===== src/rtl/alu_pipe.sv =====
// Handshaked N-bit ALU: single-cycle arithmetic/logic ops plus an N-cycle
// restoring divider, all feeding a one-entry output register with flags.
module alu_pipe #(
  parameter int N = 4
) (
  input  logic           clk,
  input  logic           reset,
  input  logic           in_valid,
  output logic           in_ready,
  input  logic [2:0]     op_code,
  input  logic [N-1:0]   inp1,
  input  logic [N-1:0]   inp2,
  output logic           out_valid,
  input  logic           out_ready,
  output logic [2*N-1:0] outp,
  output logic           flag_zero,
  output logic           flag_err
);

  localparam int W  = 2 * N;
  localparam int CW = $clog2(N);

  typedef enum logic [2:0] {
    OP_ADD = 3'b000, OP_SUB = 3'b001, OP_MUL = 3'b010, OP_DIV = 3'b011,
    OP_OR  = 3'b100, OP_AND = 3'b101, OP_XOR = 3'b110, OP_ILL = 3'b111
  } op_e;

  typedef enum logic {IDLE, DIV_RUN} state_e;

  state_e        state, state_next;
  logic [CW-1:0] cnt;
  logic [N-1:0]  div_rem, div_quot, div_den;
  logic [N-1:0]  rem_next, quot_next;
  logic [N:0]    trial, diff;
  logic          accept, start_div, div_done, pop;
  logic [W-1:0]  single_res, a_ext, b_ext;
  logic          single_err;

  assign accept    = in_valid & in_ready;
  assign start_div = accept && (op_code == OP_DIV) && (inp2 != '0);
  assign div_done  = (state == DIV_RUN) && (cnt == '0);
  assign pop       = out_valid & out_ready;
  assign a_ext     = W'(inp1);
  assign b_ext     = W'(inp2);

  // NOTE: every always_comb output gets a default first so no path leaves it unassigned (no latch).
  always_comb begin
    single_res = '0;
    single_err = 1'b0;
    case (op_e'(op_code))
      OP_ADD:  single_res = a_ext + b_ext;
      OP_SUB:  single_res = a_ext - b_ext;
      OP_MUL:  single_res = a_ext * b_ext;
      OP_DIV: begin
        // Only reaches the output register when the divisor is zero.
        single_res = {inp1, {N{1'b1}}};
        single_err = 1'b1;
      end
      OP_OR:   single_res = a_ext | b_ext;
      OP_AND:  single_res = a_ext & b_ext;
      OP_XOR:  single_res = a_ext ^ b_ext;
      default: single_err = 1'b1;
    endcase
  end

  // One restoring step: no borrow out of diff means the divisor fits.
  always_comb begin
    trial     = {div_rem, div_quot[N-1]};
    diff      = trial - {1'b0, div_den};
    rem_next  = diff[N] ? trial[N-1:0] : diff[N-1:0];
    quot_next = {div_quot[N-2:0], ~diff[N]};
  end

  // NOTE: sequential state uses non-blocking assignments so every register samples pre-edge values.
  always_ff @(posedge clk or posedge reset) begin
    if (reset) state <= IDLE;
    else       state <= state_next;
  end

  always_comb begin
    state_next = state;
    case (state)
      IDLE:    if (start_div) state_next = DIV_RUN;
      DIV_RUN: if (div_done)  state_next = IDLE;
      default: state_next = IDLE;
    endcase
  end

  always_comb begin
    in_ready = (state == IDLE) && (!out_valid || out_ready);
  end

  // NOTE: divider working registers are reset too, so an aborted division leaves no residue.
  always_ff @(posedge clk or posedge reset) begin
    if (reset) begin
      cnt      <= '0;
      div_rem  <= '0;
      div_quot <= '0;
      div_den  <= '0;
    end else if (start_div) begin
      cnt      <= CW'(N - 1);
      div_rem  <= '0;
      div_quot <= inp1;
      div_den  <= inp2;
    end else if (state == DIV_RUN) begin
      cnt      <= cnt - CW'(1);
      div_rem  <= rem_next;
      div_quot <= quot_next;
    end
  end

  always_ff @(posedge clk or posedge reset) begin
    if (reset) begin
      out_valid <= 1'b0;
      outp      <= '0;
      flag_zero <= 1'b0;
      flag_err  <= 1'b0;
    end else if (accept && !start_div) begin
      out_valid <= 1'b1;
      outp      <= single_res;
      flag_zero <= (single_res == '0);
      flag_err  <= single_err;
    end else if (div_done) begin
      out_valid <= 1'b1;
      outp      <= {rem_next, quot_next};
      flag_zero <= ({rem_next, quot_next} == '0);
      flag_err  <= 1'b0;
    end else if (pop) begin
      out_valid <= 1'b0;
    end
  end

endmodule


===== config.mk =====
export PLATFORM = sky130hd
export DESIGN_NAME = alu_pipe
export DESIGN_NICKNAME = d
export VERILOG_FILES = /design/src/rtl/alu_pipe.sv
export SDC_FILE = /design/constraint.sdc
export NUM_CORES = 1
export LEC_CHECK = 0
export CAP_MARGIN = 20
export CORE_MARGIN = 2
export CORE_UTILIZATION = 45
export DETAILED_ROUTE_END_ITERATION = 10
export PLACE_DENSITY = 0.75
export RECOVER_POWER = 100
export SLEW_MARGIN = 25
export SYNTH_ARGS = -nofsm -noshare
export SYNTH_HDL_FRONTEND = slang
export SYNTH_SLANG_ARGS = --single-unit

===== constraint.sdc =====
create_clock -name clk -period 3.39 [get_ports clk]
set_clock_uncertainty 0.15 [all_clocks]
set_input_delay 0.5085 -clock clk [delete_from_list [all_inputs] [get_ports clk]]
set_output_delay 0.5085 -clock clk [all_outputs]
set_load 0.005 [all_outputs]

-- Yosys cells after proc, flatten, opt, wreduce, memory -nomap -nowiden
Cells that the tools add are included.
- memory bits (writable): 0
- input bits: 15
- flip-flop bits (word level): 26
- memories kept: 0
- bits in latches: 0
- logic and storage cells: 65
- bits in read-only memories: 0
- divide/modulo/power cells: 0
- order comparisons: 0
- equality and inequality tests: 6
- reductions and logical operators: 17
- shifts and indexed selects: 0
- muxes and demuxes: 21
- multiply operators: 1
- bitwise logic cells: 7
- add/subtract/negate cells: 4
- operators with widths (kind ; number):
    8-bit case mux with 7 select lines ; 1
    4-bit two-way mux ; 5
    8-bit logical NOT ; 2
    8-bit two-way mux ; 2
    1-bit two-way mux ; 10
    3-bit equality test (second input constant) ; 3
    4-bit by 4-bit multiplier with 8-bit output ; 1
    3-bit by 2-bit equality test with 1-bit output (second input constant) ; 2
    6-bit OR reduction ; 1
    4-bit by 4-bit adder with 5-bit output ; 1
    1-bit logical AND ; 5
    4-bit by 4-bit subtractor with 5-bit output ; 1
    5-bit by 4-bit subtractor with 5-bit output ; 1
    4-bit AND ; 1
    2-bit two-way mux ; 2
    4-bit OR ; 1
    2-bit nonzero test ; 2
    4-bit nonzero test ; 1
    4-bit XOR ; 1
    3-bit by 1-bit equality test with 1-bit output (second input constant) ; 1
    3-bit logical NOT ; 1
    3-bit nonzero test ; 1
    1-bit AND ; 2
    1-bit logical NOT ; 2
    5 further kinds ; 6

-- Logic depth before layout (Yosys ltp)
- depth after elaboration: 9
- depth in mapped cells: 13
- depth with buffers taken out: 13

-- Worst setup path before layout
No wires, ideal clock.
- path kind: input to register
- start point: input port inp1[0]
- end point: register outp[6]
- slack: 0.129 ns
- library setup time: 0.126 ns
- arrival: 2.985 ns
- data required time: 3.114 ns
- cell stages on the path: 12
- cell sequence: nand2_1 > fa_1 > inv_1 > fa_1 > inv_1 > fa_1 > nor2b_1 > o21ai_0 > a21oi_1 > nand3b_1 > a21oi_1 > a221o_1
- word-level cells in the longest chain between the ends: 3
- elaborated cells between the ends (all ways): 4
- ends and longest elaborated chain (item ; RTL line ; source):
    start: declaration ; 11 ; input logic [N-1:0] inp1,
    4-bit by 4-bit multiplier with 8-bit output or 4-bit by 4-bit subtractor with 5-bit output (tied branches) ; 53, 52 ;
    8-bit case mux with 7 select lines (*) ; 50 ; case (op_e'(op_code))
    8-bit two-way mux (*) ; 118 ; end else if (accept && !start_div) begin
    end signal: assignment ; 120 ; outp <= single_res;
    end signal: assignment ; 125 ; outp <= {rem_next, quot_next};
    end: declaration ; 15 ; output logic [2*N-1:0] outp,
Mark *: on every way between the ends. The rest lies on a longest branch, timed or not.
A chain may end at the register's enable or synchronous reset.

-- Final worst setup path
- start point: input port inp1[1]
- end point: register flag_zero
- word-level cells in the longest chain between the ends: 4
- elaborated cells between the ends (all ways): 9
- ends and longest elaborated chain (item ; RTL line ; source):
    4-bit by 4-bit multiplier with 8-bit output (tied with other cells) ; 53 ; OP_MUL: single_res = a_ext * b_ext;
    8-bit case mux with 7 select lines (*) ; 50 ;
    8-bit logical NOT (*) ; 121 ; flag_zero <= (single_res == '0);
    1-bit two-way mux (*) ; 118 ;
    end signal: assignment ; 121 ;
    end signal: assignment ; 126 ; flag_zero <= ({rem_next, quot_next} == '0);
    end: declaration ; 16 ; output logic flag_zero,
Marks and branches as above.

==> run_results.csv <==
group,metric,value,unit
worst_setup_path,slowest_stage,"fa_1",
pwr,cellLeakagePower,1.51,nW
pwr,power,1.80,mW
worst_setup_path,cp.depth,12,
synthesis,synth.most_common_cell,"inv_1",
finish,nets,389,
sta,maxSlewHeadroom,0.402,
sta,clock.fmax,306,MHz
placement,dp_hpwl,4910,um
placement,portBuffers,26,
finish,final_area,0.00310,sq mm
worst_setup_path,rr_endpoint,"outp[6]",
detailed_routing,drcViolationCount,0,
synthesis,synth_area,0.00242,sq mm
synthesis,synthSimpleGateAreaFrac,0.168,
worst_setup_path,rr_startpoint,"div_quot[3]",
worst_setup_path,critical_path_class,"primary input to flip-flop",
grt,antenna_found_initial,0,
worst_setup_path,critical_path_required,3.42,ns
sta,finalMaxSlewViolations,0,
synthesis,synth_warnings,0,
floorplanning,die_y,77.4,um
sta,finalCritPeriodShare,0.965,
sta,timing.hold.ws,0.336,ns
worst_setup_path,cp_slowest_stage_delay,0.60,ns
worst_setup_path,crit_buf_inv,4,
worst_setup_path,startpoint,"inp1[1]",
worst_setup_path,cp_cell_sequence,"clkdlybuf4s15_1 -> nand2_1 -> fa_1 -> inv_1 -> fa_1 -> inv_2 -> fa_2 -> inv_1 -> o211ai_1 -> o21ai_0 -> a21o_1 -> o32ai_2",
sta,setup-violations-final,0,
cts,cts_buffer_depth,2,
detailed_routing,postRouteAntennaNets,0,
floorplanning,num_rows,26,
floorplanning,coreArea,0.00514,sq mm
synthesis,seq_area_frac_synth,0.268,
finish,drive_gt1_frac,0.184,
synthesis,yosysTopAreaCellShare,0.268,
synthesis,synth_top_cell_by_area,"dfrtp_1",
synthesis,synthTopCellsByArea,"dfrtp_1, ha_1, fa_1",
finish,nFillCells,460,
worst_setup_path,arrival,3.31,ns
grt,grt_max_degree,29,
cts,clk_latency,0.27,ns
detailed_routing,route.vias.total,2229,
worst_setup_path,critical-path-top-delay-family,"adder cells",
floorplanning,dieArea,0.00599,sq mm
worst_setup_path,ff2ff_path_depth,10,
synthesis,synthAdderAreaFrac,0.208,
synthesis,synth-edff-count,0,
sta,tightestPinTransition,0.891,ns
sta,layout_setup_ws,0.117,ns
cts,cts_tree,"built",
grt,overflow,0,
cts,cts_buffers,3,
run,max_cap_violations,0,
detailed_routing,wl_per_cell,14.9,um
synthesis,synth_top_family_by_area,"compound AO/OA/AOI/OAI gates",
detailed_routing,drt_iter0_drc,265,
floorplanning,pin_count,27,
pwr,powerDensity,582,mW/mm^2
sta,period_needed,3.27,ns
placement,gp_congestion,0.898,
synthesis,ys_types,53,
cts,htreeDepth,1,
detailed_routing,routed_wirelength,6050,um
sta,final.setup.tns,0,ns
worst_hold_path,hold_class,"flip-flop to flip-flop",
detailed_routing,dr.pass1.iters,4,
cts,path_clk_slew,0.09,ns
detailed_routing,vias_per_cell,5.48,
finish,antennaDiodeCount,0,
placement,preCtsSetupSlack,-0.616,ns
grt,grt_pass1_vias,2181,
synthesis,synth_flop_cell,"dfrtp_1",
placement,dpl_cell_area,0.00300,sq mm
grt,grt_pass1_wl,10400,um
worst_setup_path,crit_path_end_kind,"flip-flop",
worst_setup_path,critical_path.startpoint_type,"primary input",
pwr,peakVddDrop,0.000333,V
synthesis,synth_common_cells,"inv_1, ha_1, dfrtp_1",
worst_setup_path,cp_max_fo,2,
finish,syn_to_final_growth,27.7,%
synthesis,synth_seq_cells,26,
run_status,outcome,"completed",
worst_setup_path,r2r_slack,0.58,ns
synthesis,synthArstFlopShare,1.00,
synthesis,syn_area_per_cell,8.72,sq um
floorplanning,die_x,77.4,um
synthesis,synthXorXnorAreaFrac,0.0217,
worst_setup_path,crit_end,"flag_zero",
synthesis,synth_compound_area_frac,0.240,
sta,hold_viol,0,
synthesis,postSynthCellCount,278,
grt,track_usage,0.214,
cts,clock-sinks,26,
synthesis,synth_fp_nets,329,
sta,rsz0062_at_grt,"false",
floorplanning,start_util,0.472,
cts,cts_root_buf,"clkbuf_8",
synthesis,synthMuxAreaShare,0.0212,
==> registers in the layout, indices dropped and copies added, names as in the netlist <==
| register | flops |
|---|---|
| div_den | 4 |
| outp | 8 |
| div_quot | 4 |
| div_rem | 4 |
| state | 1 |
| flag_err | 1 |
| cnt | 2 |
| flag_zero | 1 |
| out_valid | 1 |
==> metrics by stage <==
step                      std cells  utilization
after CTS                       407        0.603
after global routing            407        0.602
after floorplan                 278            -
final                           407        0.602
after detailed placement        401        0.583
after global placement          401        0.583
==> how the worst min path moves through the flow <==
stage	start	slack [ns]	cells past startpoint	endpoint
final	cnt[0]	0.34	1	cnt[0]
after global routing	outp[7]	0.38	2	outp[7]
after CTS	cnt[0]	0.34	1	cnt[0]
after detailed placement	cnt[0]	0.32	1	cnt[0]
after global placement	cnt[0]	0.31	1	cnt[0]
after floorplan	cnt[0]	0.29	1	cnt[0]
==> final cells by class <==
class,instances,area [sq um],area share
Multi-Input combinational cell,210,1620,0.525
Timing Repair Buffer,66,546,0.176
Inverter,31,116,0.0376
Clock inverter,1,30.0,0.00970
Clock buffer,3,41.3,0.0133
Tap cell,70,87.6,0.0283
Sequential cell,26,651,0.210
==> where the power goes <==
part           switching (mW)  internal, mW
clock network           0.102         0.158
logic                   0.489         0.492
registers               0.113         0.447
==> cells by family after synthesis <==
logic type,Yosys count
XOR/XNOR,6
buffers and inverters,42
flip-flops,26
AND/OR/NAND/NOR,83
adder cells (fa/ha/maj),36
AO/OA/AOI/OAI,80
multiplexers,5
==> timing repair <==
item	4_1_cts	5_1_grt
hold buffers	0	0
endpoints found under the setup margin	6	4
pin swaps	11	8
gates resized for setup	14	12
hold endpoints to repair	0	0
setup buffers	2	0
==> placed cells by master (no fill, tap or decap), drive strengths merged, types with 5 or more instances in the layout <==
cell type,synthesis,layout
nor3,5,5
dfrtp,26,26
fa,7,7
clkbuf,6,9
nor2b,8,8
a21o,9,9
inv,31,30
nor2,21,21
o21ai,16,16
nand2,24,24
a21oi,17,17
clkdlybuf4s50,0,5
dlygate4sd3,0,15
buf,5,37
nand2b,7,7
ha,29,29
==> routing by layer <==
layer	vias up	part of all wire	global-route usage
met3	11	0.030	0.0221
met5	-	0	0
met2	50	0.48	0.350
li1	1109	-	-
met1	1059	0.47	0.305
met4	0	0.016	0.0554
==> worst reg2reg max path, cell delays in order, from the launching register on <==
cell and delay, ns:
dfrtp_1 0.40, inv_1 0.08, ha_1 0.14, inv_1 0.06, fa_1 0.40, a21o_1 0.19, a21oi_1 0.18, xnor2_1 0.38
mux2i_1 0.37, nor2_1 0.10, a221o_1 0.26
(Power assumes the default switching activity.)
